===== src/rtl/seven_seg_pkg.sv =====
// Shared constants for the 7-segment scan controller: active-low segment
// codes ({g..a}), the blank pattern and a width helper.
package seven_seg_pkg;

  localparam logic [6:0] SEG_OFF = 7'h7F;

  // Entry n holds the active-low code for hex digit n.
  localparam logic [15:0][6:0] SEG_CODES = {
    7'h0E, 7'h06, 7'h21, 7'h46, 7'h03, 7'h08, 7'h10, 7'h00,
    7'h78, 7'h02, 7'h12, 7'h19, 7'h30, 7'h24, 7'h79, 7'h40
  };

  // Bits needed to count 0..n-1, never less than 1.
  function automatic int clog2(input int n);
    int w;
    w = 1;
    for (int i = 1; i < 32; i++)
      if ((1 << i) < n) w = i + 1;
    return w;
  endfunction

endpackage


===== src/rtl/seven_seg_scan_ctrl_hex_to_seg7.sv =====
// Combinational hex nibble to active-low 7-segment code lookup.
module hex_to_seg7
  import seven_seg_pkg::*;
(
  input  logic [3:0] nib_i,
  output logic [6:0] seg_o
);

  assign seg_o = SEG_CODES[nib_i];

endmodule


===== src/rtl/seven_seg_scan_ctrl.sv =====
// Time-multiplexed 8-digit hex scanner for a common-anode, active-low
// 7-segment display. The displayed value is a shadow copy latched only at
// frame boundaries so a CPU store can never tear a frame.
// Optional: SEVEN_SEG_LEADING_ZERO_BLANK_EN keeps digits above the most
// significant nonzero nibble dark (digit 0 always lit).
module seven_seg_scan_ctrl
  import seven_seg_pkg::*;
#(
  parameter int NUM_DIGITS   = 8,
  parameter int SCAN_DIV     = 100000,
  parameter int BLANK_CYCLES = 16
) (
  input  logic                  clk,
  input  logic                  reset,
  input  logic [31:0]           display_data,
  output logic [6:0]            seg_n,
  output logic                  dp_n,
  output logic [NUM_DIGITS-1:0] an_n,
  output logic                  frame_start
);

  localparam int DIV_W = clog2(SCAN_DIV);
  localparam int IDX_W = clog2(NUM_DIGITS);
  localparam logic [DIV_W-1:0] DIV_LAST = DIV_W'(SCAN_DIV - 1);
  localparam logic [IDX_W-1:0] IDX_LAST = IDX_W'(NUM_DIGITS - 1);

  logic [DIV_W-1:0]      div_cnt_q, div_cnt_d;
  logic [IDX_W-1:0]      digit_idx_q, digit_idx_d;
  logic                  primed_q;
  logic [31:0]           shadow_q, shadow_d;
  logic [NUM_DIGITS-1:0] an_q, an_d;
  logic [6:0]            seg_q, seg_d;
  logic                  fs_q, fs_d;
  logic                  load;
  logic [3:0]            nib;
  logic [6:0]            seg_code;
  logic                  digit_on;

  // Prescaler, digit counter and shadow load. The priming cycle right after
  // reset only loads the shadow; the prescaler starts on the next cycle so
  // every frame, including the first, spans NUM_DIGITS*SCAN_DIV cycles.
  always_comb begin
    load        = !primed_q || (div_cnt_q == DIV_LAST && digit_idx_q == IDX_LAST);
    div_cnt_d   = div_cnt_q;
    digit_idx_d = digit_idx_q;
    if (primed_q) begin
      if (div_cnt_q == DIV_LAST) begin
        div_cnt_d   = '0;
        digit_idx_d = (digit_idx_q == IDX_LAST) ? '0 : digit_idx_q + 1'b1;
      end else begin
        div_cnt_d = div_cnt_q + 1'b1;
      end
    end
    shadow_d = load ? display_data : shadow_q;
    fs_d     = load;
  end

  assign nib = shadow_q[{digit_idx_q, 2'b00} +: 4];

  hex_to_seg7 u_hex (
    .nib_i (nib),
    .seg_o (seg_code)
  );

`ifdef SEVEN_SEG_LEADING_ZERO_BLANK_EN
  logic [IDX_W-1:0] msd_idx;

  // Highest nonzero nibble of the shadow; zero when the value is zero.
  always_comb begin
    msd_idx = '0;
    for (int i = 0; i < NUM_DIGITS; i++)
      if (shadow_q[4*i +: 4] != 4'h0) msd_idx = IDX_W'(i);
    digit_on = (digit_idx_q <= msd_idx);
  end
`else
  assign digit_on = 1'b1;
`endif

  // Anode/segment drive for the current slot: dark during the blanking
  // window at the start of each slot, otherwise one anode low.
  always_comb begin
    an_d  = '1;
    seg_d = SEG_OFF;
    if (32'(div_cnt_q) >= BLANK_CYCLES && digit_on) begin
      an_d[digit_idx_q] = 1'b0;
      seg_d             = seg_code;
    end
  end

  // State and registered outputs; reset aborts any scan in progress.
  always_ff @(posedge clk) begin
    if (reset) begin
      div_cnt_q   <= '0;
      digit_idx_q <= '0;
      primed_q    <= 1'b0;
      shadow_q    <= '0;
      an_q        <= '1;
      seg_q       <= SEG_OFF;
      fs_q        <= 1'b0;
    end else begin
      div_cnt_q   <= div_cnt_d;
      digit_idx_q <= digit_idx_d;
      primed_q    <= 1'b1;
      shadow_q    <= shadow_d;
      an_q        <= an_d;
      seg_q       <= seg_d;
      fs_q        <= fs_d;
    end
  end

  assign an_n        = an_q;
  assign seg_n       = seg_q;
  assign dp_n        = 1'b1;
  assign frame_start = fs_q;

endmodule

===== config.mk =====
export PLATFORM = sky130hd
export DESIGN_NAME = seven_seg_scan_ctrl
export DESIGN_NICKNAME = d
export VERILOG_FILES = /design/src/rtl/seven_seg_pkg.sv /design/src/rtl/seven_seg_scan_ctrl_hex_to_seg7.sv /design/src/rtl/seven_seg_scan_ctrl.sv
export SDC_FILE = /design/constraint.sdc
export NUM_CORES = 1
export LEC_CHECK = 0
export BUFFER_PORTS_ARGS = -buffer_cell sky130_fd_sc_hd__buf_2
export CORE_MARGIN = 10
export CORE_UTILIZATION = 25
export DETAILED_ROUTE_END_ITERATION = 8
export SYNTH_ARGS = -nofsm -noshare
export SYNTH_HDL_FRONTEND = slang
export SYNTH_SLANG_ARGS = --single-unit

===== constraint.sdc =====
create_clock -name clk -period 2.3 [get_ports clk]
set_input_delay 0.46 -clock clk [delete_from_list [all_inputs] [get_ports clk]]
set_output_delay 0.46 -clock clk [all_outputs]
set_load 0.005 [all_outputs]

==> results of run 1 <==
-- routing by layer --
layer,global-route usage [%],share of wire (%),vias up
met1,11.10,48,1941
met5,0,0,-
li1,-,-,2149
met4,3.087,1.0,0
met3,3.079,5.0,12
met2,14.01,46,70
-- cell type report --
type	count	area, sq um	area share [%]
multi-input cells	420	2755	41.79
repair buffers	91	628.1	9.527
clock inverters	10	83.83	1.272
flip-flops and latches	113	2266	34.37
clock buffers	22	484.2	7.345
well taps	270	337.8	5.124
inverters	10	37.54	0.5694
-- how the worst max path moves through the flow --
stage / from / endpoint / slack [ps] / cells past startpoint
detailed placement: digit_idx_q[25] / shadow_q[20] / -20 / 7
CTS: digit_idx_q[25] / shadow_q[20] / 30 / 7
floorplan: digit_idx_q[0] / seg_n[0] / 9 / 8
global route: div_cnt_q[13] / shadow_q[7] / -20 / 8
global placement: digit_idx_q[0] / seg_n[0] / 7 / 8
finish: div_cnt_q[13] / shadow_q[7] / 80 / 8
-- per-stage QoR --
stage | cell area (sq um) | hold WS, ps | utilization [%] | worst slack (ps)
3_5_place_dp | 5923 | 480.0 | 29.09 | -15.10
2_1_floorplan | 5207 | 455.3 | - | 8.928
4_1_cts | 6505 | 267.7 | 31.94 | 30.14
5_1_grt | 6593 | 266.6 | 32.37 | -20.71
3_3_place_gp | 5923 | 466.8 | 29.09 | 6.811
6_report | 6593 | 280.6 | 32.37 | 80.13
-- layout by cell type (no fill, tap or decap), types with 6 or more instances in the layout --
cell	instances
mux2i_1	41
nand2_1	34
or3_1	7
inv_1	10
ha_1	8
xnor2_1	24
dfxtp_1	110
nand4_1	24
buf_2	49
and4_1	6
nor3_1	17
nand3_1	29
nor4_1	9
and3_1	13
clkinv_2	6
clkbuf_16	18
nor2b_1	6
nor2_1	115
xor2_1	36
buf_4	37
-- state kept, by name (all words and copies together) (netlist names) --
name	flops
frame_start	1
digit_idx_q	32
primed_q	1
div_cnt_q	32
shadow_q	32
seg_n	7
an_n	8
-- cell families (layout without fill, tap and decap cells) --
family | after synthesis | count (layout) | synth area share (%)
mux | 48 | 48 | 10.26
simple gates | 279 | 279 | 25.90
other cells | 1 | 1 | 0.07201
buf+inv | 41 | 133 | 5.046
fa+ha+maj | 8 | 8 | 1.922
flops | 113 | 113 | 43.44
compound gates | 24 | 24 | 3.268
xor+xnor | 60 | 60 | 10.09
-- worst max-delay path, stage by stage, from the launching register on --
cell	delay (ps)
dfxtp_1	330
or4_4	520
nor3_2	120
buf_4	160
nand4_1	130
o31a_4	400
buf_12	170
mux2i_1	190
nor2_1	60
-- report_power, final --
part	total (mW)	internal, mW	switching (mW)
Combinational	0.227	0.111	0.116
Sequential	2.02	2.00	0.0235
Clock	2.46	1.58	0.872
-- repair_timing --
item	in CTS	in global routing
pin swaps	0	4
setup endpoints to repair	8	65
setup buffers	0	2
resized for setup	3	9
cloned	0	1
==> results.yml, run 1 <==
logic_synthesis:
  ys.flop_type: "dfxtp_1"
  syn_avg_cell_area_sq_um: 9.072
  synth_seq_cells: 113
  ys_top_cells_by_area: "dfxtp_1 43%, nor2_1 8.3%, mux2i_1 7.9%"
  seq_area_frac_synth_pct: 43.44
  synth_area_sq_um: 5207
  synth-edff-count: 0
  ys_types: 52
  synthArstFlopShare_pct: 0
  synthCells: 574
  synth_nets: 616
  yosysTopAreaCell: "dfxtp_1"
  ys_warn_count: 0
  yosysMostFrequentCell: "nor2_1"
  ys_top_cells_by_count: "115 x nor2_1, 113 x dfxtp_1, 41 x mux2i_1"
  yosysTopAreaCellShare_pct: 43.44
sta:
  fin_crit_ps: 2220
  hold_viol: 0
  skew_ps: 8.423
  drv_slew: 0
  setup_violations: 0
  fin_crit_sh_pct: 96.52
  tns_ps: 0
  max_freq_mhz: 450.5
place:
  io_buffers: 49
  gp_congestion: 0.7966
  dp_hpwl_um: 8402
  place_inst: 901
floorplanning:
  die_h_um: 164.3
  fp.dieW_um: 164.3
  core_sq_um: 20360
  dieArea_sq_um: 27000
  initial_core_util_pct: 25.57
  row_count: 52
  io_pins: 51
layout:
  drive_gt1_share_pct: 21.77
  diodes: 0
  area_delta_synth_final_pct: 26.60
  fillerInstances: 2091
  nNetsFinal: 695
  stdcell_count: 936
critical_path:
  arrival_ps: 2510
  worst_r2r_path_depth: 8
  crit_path_end_kind: "flop"
  cp_max_fo: 17
  rr_endpoint: "shadow_q[7]"
  reg2reg_slack_ps: 80
  worstSetupPathType: "reg -> reg"
  r2r_start: "div_cnt_q[13]"
  worst_setup_path_start_kind: "flop"
  required_ps: 2590
worst_hold_path:
  hold_end: "shadow_q[26]"
  whs_path_depth: 3
  hp-class: "in -> reg"
  worst_hold_startpoint: "display_data[26]"
clock_network:
  cts_tree: "yes"
  cts_max_path_buffers: 2
  cts.sinks: 113
  cts_root_buf: "clkbuf_16"
  h-tree-depth: 4
  holdBufCountCts: 0
  clkTransAtPathRegs_ps: 50
  insertion_delay_ps: 410
  cts_made_buffers: 17
power_and_ir_drop:
  p_per_area_nw_per_um2: 713.9
  p_total_mw: 4.707
  power.leakage_nw: 2.631
  ir_worst_vdd_mv: 0.5154
job:
  maxCapViolCount: 0
drt:
  drtAntennaViolNets: 0
  dr.pass1.iters: 4
  vias: 4172
  drc: 0
  drt-total-wl_um: 11940
  routedWlPerCell_um: 12.76
  drt_iter0_drc: 204
  via_per_inst: 4.457
status:
  status: "completed"
global_routing:
  grt_antenna_before_repair: 0
  overflow: 0
  grt_pass1_vias: 4028
  grt_pass1_wl_um: 19700
  grt_use_total_pct: 8.916
  grt_max_degree: 39
No activity file was read; power rests on OpenSTA's default activity.
==> inputs of run 2 (changes only) <==
--- a/config.mk
+++ b/config.mk
@@ -6,6 +6,7 @@
 export NUM_CORES = 1
 export LEC_CHECK = 0
 export BUFFER_PORTS_ARGS = -buffer_cell sky130_fd_sc_hd__buf_2
+export CORE_ASPECT_RATIO = 0.6
 export CORE_MARGIN = 10
 export CORE_UTILIZATION = 25
 export DETAILED_ROUTE_END_ITERATION = 8
==> constraint.sdc (replaced) <==
create_clock -name clk -period 1.8 [get_ports clk]
set_input_delay 0.36 -clock clk [delete_from_list [all_inputs] [get_ports clk]]
set_output_delay 0.36 -clock clk [all_outputs]
set_load 0.005 [all_outputs]
==> results.yml, run 2 (synthesis gave the netlist of run 1 again) <==
status:
  status: "complete, but fails checks"
  violations: "negative setup slack"
floorplanning:
  core_sq_um: 20220
  initial_core_util_pct: 25.75
  fp.dieW_um: 206.3
  dieArea_sq_um: 27190
  io_pins: 51
  row_count: 40
  die_h_um: 131.8
sta:
  setup_violations: 110
  drv_slew: 0
  max_freq_mhz: 450.3
  timing.hold.ws_ps: 176.4
  fin_crit_ps: 2221
  fin_crit_sh_pct: 123.4
  hold_viol: 0
  rsz0062_at_grt: "true"
  setup_ws_ps: -420.9
  skew_ps: 10.46
  tns_ps: -38140
clock_network:
  cts_tree: "yes"
  cts_max_path_buffers: 2
  cts_made_buffers: 17
  cts_root_buf: "clkbuf_16"
  h-tree-depth: 4
  clkTransAtPathRegs_ps: 60
  cts.sinks: 113
  insertion_delay_ps: 420
global_routing:
  grt_antenna_before_repair: 0
  grt_pass1_wl_um: 24180
  grt_pass1_vias: 4549
  grt_use_total_pct: 11.15
  grt_max_degree: 39
  overflow: 0
critical_path:
  worstSetupPathType: "reg -> reg"
  cp_max_fo: 17
  worst_setup_path_start_kind: "flop"
  arrival_ps: 2510
  crit_path_end_kind: "flop"
  required_ps: 2090
layout:
  multiInputGateArea_sq_um: 2995
  design_area_sq_um: 7645
  drive_gt1_share_pct: 36.15
  fin_util_pct: 37.81
  diodes: 0
  final_common_cell: "buf_4"
  reg.largest.list: "digit_idx_q x32, div_cnt_q x32, shadow_q x32"
  final_cell_mix: "118 x buf_4, 113 x nor2_1, 111 x dfxtp_1, 49 x buf_2, 39 x mux2i_1"
  nNetsFinal: 787
  area_delta_synth_final_pct: 46.80
  regArea_sq_um: 2267
  fillerInstances: 2008
power_and_ir_drop:
  p_per_area_nw_per_um2: 849.9
  ir_worst_vdd_mv: 0.7182
  power.leakage_nw: 3.191
worst_hold_path:
  hp-class: "in -> reg"
place:
  gp_congestion: 0.8221
  placed_cell_area_sq_um: 6570
  dp_hpwl_um: 10030
  io_buffers: 49
drt:
  via_per_inst: 4.448
  vias: 4586
  drt-total-wl_um: 14810
  drtAntennaViolNets: 0
  routedWlPerCell_um: 14.37
  drt_iter0_drc: 218
  drc: 0
  dr.pass1.iters: 5
job:
  maxCapViolCount: 0
==> run 2: cell count changes in the layout (fill, tap and decap cells not counted), sizes merged <==
| cell | change |
|---|---|
| buf | +93 |
| clkbuf | -3 |
| bufinv | +2 |
==> run 2: where the power goes <==
| part | internal, mW | switching [mW] | leakage [nW] |
|---|---|---|---|
| registers | 2.55 | 0.0269 | 0.920 |
| clock network | 2.25 | 1.26 | 0.296 |
| logic | 0.203 | 0.200 | 1.98 |
==> run 2: repair_timing <==
action | CTS | global route
cloned | 2 | 0
buffers inserted | 5 | 7
setup endpoints to repair | 110 | 110
hold buffers | 0 | 0
pin swaps | 17 | 5
gates resized for setup | 53 | 23
==> run 2: path summary, 6_finish.rpt <==
check                                startpoint      endpoint  slack (ps)  depth (start not counted)
worst min register to register      shadow_q[6]   shadow_q[6]         500                          2
worst max-delay path              div_cnt_q[12]  shadow_q[27]        -420                          7
worst min-delay path            display_data[6]   shadow_q[6]         180                          3
worst max register to register    div_cnt_q[12]  shadow_q[27]        -420                          7
==> run 2: area by class of cell <==
class	count	share of cell area, %
clock buffer	20	5.974
sequential	113	29.66
inverter	10	0.5565
clock inverter	12	2.079
timing repair buffer	183	18.09
tap	273	4.468
multi-input combinational	420	39.18
==> run 2: worst max-delay path: stages (launching register included) <==
cell and delay, ps:
dfxtp_2 320, or4_4 540, nor3_4 200, nand4_1 190, o31a_4 420, buf_12 180, mux2i_1 170, nor2_1 60
==> run 2: per-stage QoR <==
stage	total power, mW	std cells	worst slack [ps]
3_3_place_gp	2.954	987	-448.1
6_report	6.497	1031	-420.9
3_5_place_dp	2.958	987	-496.4
4_1_cts	6.551	1026	-460.9
5_1_grt	6.737	1031	-511.4
2_1_floorplan	2.837	574	-426.3
==> run 2: metal layers <==
layer / wire length, um / global-route usage, %
met1: 7641 / 15.96
met2: 6039 / 15.03
met3: 996 / 3.805
met4: 136 / 3.633
met5: 0 / 0
